### src/rtl/bool_truth_sweep.sv
// Stimulus/capture stage for a 3-input boolean block: walks {c,b,a} through 0..7,
// holds each vector HOLD_CYCLES clocks, and captures e into an 8-bit truth table.
module bool_truth_sweep #(
  parameter int unsigned HOLD_CYCLES = 4
) (
  input  logic       clk,
  input  logic       rst,
  input  logic       start,
  input  logic       abort,
  output logic       a,
  output logic       b,
  output logic       c,
  input  logic       e,
  output logic       busy,
  output logic       done,
  output logic       table_valid,
  output logic [7:0] truth_table,
  output logic [1:0] state_dbg
);

  typedef enum logic [1:0] {
    IDLE  = 2'd0,
    DRIVE = 2'd1,
    DONE  = 2'd2
  } state_t;

  localparam logic [7:0] HOLD_LAST = 8'(HOLD_CYCLES - 1);

  state_t     state_q;
  logic [2:0] idx_q;
  logic [2:0] idx_d;
  logic [7:0] hold_q;
  logic [2:0] vec_q;
  logic       busy_q;
  logic       done_q;
  logic       valid_q;
  logic [7:0] table_q;

  assign idx_d = idx_q + 3'd1;

  // Valid/ready is not used here: start is a level sampled only in IDLE, and
  // abort is a level that cancels only while vectors are being driven.
  always_ff @(posedge clk or posedge rst) begin
    if (rst) begin
      state_q <= IDLE;
      idx_q   <= 3'd0;
      hold_q  <= 8'd0;
      vec_q   <= 3'd0;
      busy_q  <= 1'b0;
      done_q  <= 1'b0;
      valid_q <= 1'b0;
      table_q <= 8'h00;
    end else begin
      done_q <= 1'b0;
      case (state_q)
        IDLE: begin
          if (start) begin
            state_q <= DRIVE;
            idx_q   <= 3'd0;
            hold_q  <= 8'd0;
            vec_q   <= 3'd0;
            busy_q  <= 1'b1;
            valid_q <= 1'b0;
            table_q <= 8'h00;
          end
        end
        DRIVE: begin
          if (abort) begin
            state_q <= IDLE;
            vec_q   <= 3'd0;
            busy_q  <= 1'b0;
          end else if (hold_q == HOLD_LAST) begin
            // e reflects the vector held since the previous advance.
            table_q[idx_q] <= e;
            hold_q         <= 8'd0;
            if (idx_q == 3'd7) begin
              state_q <= DONE;
              busy_q  <= 1'b0;
              done_q  <= 1'b1;
              valid_q <= 1'b1;
              vec_q   <= 3'd0;
            end else begin
              idx_q <= idx_d;
              vec_q <= idx_d;
            end
          end else begin
            hold_q <= hold_q + 8'd1;
          end
        end
        DONE: begin
          state_q <= IDLE;
        end
        default: begin
          state_q <= IDLE;
        end
      endcase
    end
  end

  assign a           = vec_q[0];
  assign b           = vec_q[1];
  assign c           = vec_q[2];
  assign busy        = busy_q;
  assign done        = done_q;
  assign table_valid = valid_q;
  assign truth_table = table_q;
  assign state_dbg   = state_q;

endmodule
### config.mk
export PLATFORM = sky130hd
export DESIGN_NAME = bool_truth_sweep
export DESIGN_NICKNAME = d
export VERILOG_FILES = /design/src/rtl/bool_truth_sweep.sv
export SDC_FILE = /design/constraint.sdc
export NUM_CORES = 1
export LEC_CHECK = 0
export BUFFER_PORTS_ARGS = -buffer_cell sky130_fd_sc_hd__buf_2
export CAP_MARGIN = 20
export CORE_ASPECT_RATIO = 1.75
export CORE_UTILIZATION = 25
export CTS_BUF_LIST = sky130_fd_sc_hd__clkbuf_4
export DETAILED_ROUTE_END_ITERATION = 10
export PLACE_DENSITY = 0.5
export SETUP_SLACK_MARGIN = 0.05
export SYNTH_ARGS = -nofsm -noshare
export SYNTH_HDL_FRONTEND = slang
export SYNTH_SLANG_ARGS = --single-unit
### constraint.sdc
create_clock -name clk -period 1.9 [get_ports clk]
set_input_delay 0.285 -clock clk [delete_from_list [all_inputs] [get_ports clk]]
set_output_delay 0.285 -clock clk [all_outputs]
set_load 0.1 [all_outputs]
; ---- Yosys cells after proc, flatten, opt, wreduce, memory -nomap -nowiden
; Cells that the tools add are included.
[classes]
add_sub_neg = 2
order_cmp = 2
eq_ne = 10
mux = 38
reduce_logical = 10
[ops]
columns = operator, count
row1 = 2-to-1 mux 8 bit, 5
row2 = case mux 8 bit (2 select lines), 2
row3 = 2-to-1 mux 3 bit, 7
row4 = 2-to-1 mux 1 bit, 13
row5 = case mux 3 bit (2 select lines), 2
row6 = "inequality test 2 bit, second input constant", 5
row7 = AND reduction 5 bit, 2
row8 = AND reduction 3 bit, 3
row9 = "adder 8 x 1 -> 8 bit, second input constant", 1
row10 = bitwise mux 8 bit, 1
row11 = "equality test 8 x 2 -> 1 bit, second input constant", 1
row12 = 2-to-1 mux 2 bit, 4
row13 = AND reduction 4 bit, 2
row14 = "inequality test 3 bit, second input constant", 2
row15 = "< comparator 3 x 4 -> 1 bit, second input constant", 1
row16 = case mux 1 bit (2 select lines), 2
row17 = case mux 2 bit (2 select lines), 1
row18 = "adder 3 x 1 -> 3 bit, second input constant", 1
row19 = demux 1 bit (select 3 bit), 1
row20 = "equality test 3 bit, second input constant", 1
row21 = "greater-or-equal comparator 3 x 1 -> 1 bit, second input constant", 1
row22 = "equality test 2 x 1 -> 1 bit, second input constant", 1
row23 = logical NOT 2 bit, 1
row24 = nonzero test 2 bit, 1
row25 = logical AND 1 bit, 1
[totals]
regBits = 27
inputBits = 5
output_inout_bits = 16

; ---- Depth between registers and ports, before layout
[logic_depth]
depth_word = 8
ltp_mapped = 6
depth_no_buf = 5

; ---- Least setup slack after synthesis
; OpenSTA, ideal clock, no wires.
[synth_path]
path_kind = reg2reg
start = reg state_q[0], in the netlist state_dbg[0]
end = reg table_q[0], in the netlist truth_table[0]
setup_ps = 133
t_arrival_ps = 1963
t_required_ps = 1767
path_slack_ps = -196
path_stages_with_launch = 7
path_buffers = 2
period_less_slack_ps = 2096
path_cell_list = dfrtp_1 > nand2b_1 > a21o_1 > buf_6 > buf_2 > o31ai_1 > o31ai_1
[synth_between]
elab_chain_len = 3
word_cells_on_any_way = 8
cone_classes = eq/ne: 4 / mux: 1 / reduce/logical: 3
[synth_rtl]
columns = element, line
row1 = "start, declared", 29  ; state_t state_q;
row2 = "start signal, assigned", 45  ; state_q <= IDLE;
row3 = "start signal, assigned", 58  ; state_q <= DRIVE;
row4 = "start signal, assigned", 69  ; state_q <= IDLE;
row5 = equality test 2 x 1 -> 1 bit or logical NOT 2 bit (tied branches), 55  ; case (state_q)
row6 = inequality test 2 bit (no source line) or nonzero test 2 bit (tied branches), -
row7 = AND reduction 4 bit (no source line), -
row8 = "end signal, assigned", 52  ; table_q <= 8'h00;
row9 = "end signal, assigned", 64  ; table_q <= 8'h00;
row10 = "end signal, assigned by index", 74  ; table_q[idx_q] <= e;
row11 = "end, declared", 37  ; logic [7:0] table_q;
; Parallel ways exist; a longest one is shown, timed or not.
; A chain may end at the register's enable or synchronous reset.

; ---- Final worst setup path
[layout_path]
start = reg state_q[0], in the netlist state_dbg[0]
end = reg hold_q[3]
[layout_between]
elab_chain_len = 3
word_cells_on_any_way = 7
cone_classes = eq/ne: 3 / mux: 1 / reduce/logical: 3
[layout_rtl]
columns = element, line
row1 = equality test 2 x 1 -> 1 bit or logical NOT 2 bit (tied branches), 55
row2 = inequality test 2 bit (no source line) or nonzero test 2 bit (tied branches), -
row3 = AND reduction 3 bit (no source line), -
row4 = "end signal, assigned", 87  ; hold_q <= hold_q + 8'd1;
row5 = "end, declared", 32  ; logic [7:0] hold_q;
; Parallel ways exist; a longest one is shown, timed or not.

==> results <==
- The synthesized design devotes to its leading area cell type 46.6% of total area.
- The antenna violation net count after detailed routing is 0.
- The most common flop cell mapped by yosys is dfrtp_1.
- The number of instances in the placed design is 241.
- The number of antenna violations at the first check in global routing is 0.
- The number of rows created at floorplan is 36.
- The area growth from synthesis to layout is 18.0%.
- Cell internal power was estimated by the tool at 817 uW.
- The die is 103 um tall.
- The mean area per synthesized cell is 10.1 um2.
- Dividing total power by cell area gives a power density of 769 nW/um2.
- The start-to-end type of the worst setup path is flop to flop.
- The most area-hungry cell type in the Yosys netlist is dfrtp_1.
- The die area is 6120 um2.
- For the worst setup path, the data arrival time is 1.98 ns.
- TritonCTS built the clock tree.
- The transition time at the pin with the least slew margin is 0.614 ns.
- Port buffering added 20 buffers.
- The required time reported for the critical path endpoint is 2.17 ns.
- 0 antenna diodes ended up in the layout.
- Measured against the total synthesized area, the mux share comes to 2.33%.
- Dividing the detail-routed wire length by the instance count gives 14.1 um.
- The initial core utilization is 25.9%.
- Of all nets on the critical path, the largest fanout is 19.
- The part of the power in combinational logic is 30.9%.
- The synthesized flop and latch total is 27.
- The core region is 5590 um2.
- The area fraction in compound gates after synthesis is 23.4%.
- By area the synthesized netlist is led by dfrtp_1 47%, o31ai_1 6.7%, o21ai_0 3.8%, nand2b_1 3.0%, a21oi_1 2.8%.
- The sum of overflow across all layers after global routing is 0.
- The die is 59.5 um wide.
- For this run, the detailed router's first-pass iteration total came to 4.
- The part of the total power dissipated in sequential elements is 48.8%.
- The maximum clock rate is 584 MHz.
- The number of ports placed on the die boundary is 21.
- The reported leakage power is 0.000776 uW.
- The latest clock arrival within the worst-skew pair is 0.34 ns.
- The time the final worst path needs with I/O delays and setup is 1.71 ns.
- STA classifies the critical path endpoint as a flop.
- The first global-routing pass estimated 5810 um of wire.
- Clock tree synthesis found a total of 27 sinks.
- The cell at the slowest stage of the critical path is dfrtp_2.
- The level count of the clock H-tree is 1.
- The count of final hold-check violations came to 0.
- The number of inserted filler cells in the final layout is 624.
- The register area share after synthesis is 46.6%.
- The finished layout holds 247 standard cells, fillers aside.
- The placer congestion estimate is 0.786.
- Setup repair after global routing could not meet its margin everywhere.
- The critical path goes through nand2b_1 -> a21o_1 -> or3_1 -> a21oi_1.
- The flow ran to the end, and the final reports show no timing, DRC or antenna violations.
- The routed via count is 1,182.
- The relative max-transition margin is 59.1%.
- The violation count after the first detailed-routing iteration is 25.
- The net count after synthesis is 152.
- After synthesis, the largest family of logic cells by area is compound AO/OA/AOI/OAI gates.
- Net switching is 37.9% of the power.
- The worst setup path is launched from a flop.
- After the last flow step, the layout net total stands at 180.
- The cell count after synthesis is 144.
- Summing every instance area after synthesis gives 1450 um2.
- The longest clock path from root to sink contains 2 buffers.
- The HPWL after detailed placement is 2600 um.
- The number of global-route vias before repair is 1,179.
- The via density per instance is 4.79.
- The global routing usage summed across all routing layers is 12.8%.
- The number of buffers added by the clock tree synthesis step is 3.
- For this design the total switching power over the nets is 499 uW.
- The clock-pin slew on the worst setup and hold paths is 0.16 ns.
- The clock root buffer is clkbuf_4.
- The share of total power dissipated in the clock network is 20.3%.
- The share of cells above drive strength 1 is 26.3%.
- The leading cell type by number of instances after synthesis is dfrtp_1.
- The final layout contains routed wiring with a total length of 3470 um.
- After Yosys synthesis, and, or, nand and nor cells account for 20.3% of the synthesized area.
- Setup violations remaining at the end of the flow were counted as 0.
- The highest ir drop seen on vdd is 0.425 mV.
- The largest stage delay on the critical path is 0.49 ns.
- The adder and majority gate portion of the synthesized area is 2.59%.
- Summed over all failing endpoints, the final setup total negative slack is 0 ns.
- Across the run, the number of max-cap violations was 0.
- The share of the cycle needed by the critical path after routing is 90.2%.
- Summing the areas of all xor and xnor instances in the mapped netlist gives 0.604% of the synthesized area.
- Clock skew on the completed layout was measured at 0.00571 ns.
- The number of synthesized flops with an enable pin is 0.
- After synthesis, the netlist uses 37 different library cells.
- After synthesis, the most frequently instantiated cells are 27 x dfrtp_1, 13 x o31ai_1, 11 x o21ai_0.
- The number of DRC violations after detailed routing is 0.
- The pin count of the biggest net entering global routing is 28.
- The number of pins exceeding their max-slew limit in the final report came to 0.
- For this run, asynchronously set or reset flops after synthesis account for 100%.
- The path class of the tightest hold or removal check is input pin to flop.
- The number of warnings reported in the yosys synthesis log is 0.
-- layout make-up --
class	instances	area, um2	area share [%]
clock inverters	1	5.00	0.293
well taps	76	95.1	5.56
repair buffers	30	178	10.4
inverters	4	15.0	0.878
multi-input cells	106	717	41.9
clock buffers	3	22.5	1.32
flip-flops and latches	27	678	39.6
-- final timing paths --
path                            slack, ns           start              to  cells past startpoint
worst max-delay path                 0.19    state_dbg[0]       hold_q[3]                      4
worst min-delay path                 0.26               e  truth_table[1]                      3
worst max register to register       0.19    state_dbg[0]       hold_q[3]                      4
worst min register to register       0.52  truth_table[7]  truth_table[7]                      2
max in group asynchronous            1.08             rst    state_dbg[1]                      4
min in group asynchronous            0.53             rst       hold_q[7]                      4
-- repair_timing --
item	4_1_cts	5_1_grt
endpoints found under the hold margin	24	0
endpoints found under the setup margin	0	10
gates resized for setup	0	2
hold buffers	1	0
buffers inserted	0	1
-- metrics by stage --
step	total power, uW	area, um2	util, %	setup WS [ns]	hold WS [ns]
after floorplan	962	1450	-	0.136	0.338
after global placement	1050	1660	29.7	0.180	0.373
after detailed placement	1050	1660	29.7	0.149	0.375
after CTS	1320	1700	30.4	0.143	0.262
after global routing	1390	1710	30.6	0.0493	0.264
final	1320	1710	30.6	0.187	0.265
-- registers in the layout, summed over array words and instances, names as in the netlist --
name,flops
busy,1
done,1
hold_q,8
idx_q,3
state_dbg,2
table_valid,1
truth_table,8
vec_q,3
-- layout by cell type (no fill, tap or decap), types with 3 or more instances in the layout --
master and count:
a31oi_1 6, o21ai_0 11, mux2_2 3, dfrtp_1 25, buf_2 20, ha_1 3, o21a_1 3, a21oi_1 8
buf_4 9, and2_1 4, nor3_1 4, clkbuf_4 3, nand2_1 6, inv_1 4, o31ai_1 13, a22o_1 3
or3_1 3, nor2_1 5, nand2b_1 7, nand3_1 6
-- kinds of logic (layout without fill, tap and decap cells) --
family	count (synthesis)	in the layout
compound gates	52	52
simple gates	47	47
flops	27	27
buf+inv	11	38
fa+ha+maj	3	3
mux	3	3
xor+xnor	1	1
-- metal layers --
layer | vias to the layer above | GRT usage [%] | share of wire [%]
met5 | - | 0 | 0
met4 | 0 | 5.37 | 1.4
met3 | 4 | 1.25 | 2.8
met2 | 18 | 23.2 | 54
met1 | 573 | 14.9 | 42
li1 | 587 | - | -
-- power groups by stage --
stage | clock network [uW] | registers [uW] | logic [uW]
after floorplan | 0 | 761 | 201
after global placement | 0 | 656 | 390
after detailed placement | 0 | 657 | 392
after CTS | 276 | 647 | 395
after global routing | 302 | 648 | 440
final | 267 | 642 | 407
-- worst max-delay path: cells and delay by family (launching register included) --
kind	cells	cell delay (ns)
and+or+nand+nor	2	0.59
AOI/OAI and AO/OA	2	0.56
DFF	1	0.49
Power figures use the tool's default switching activity.
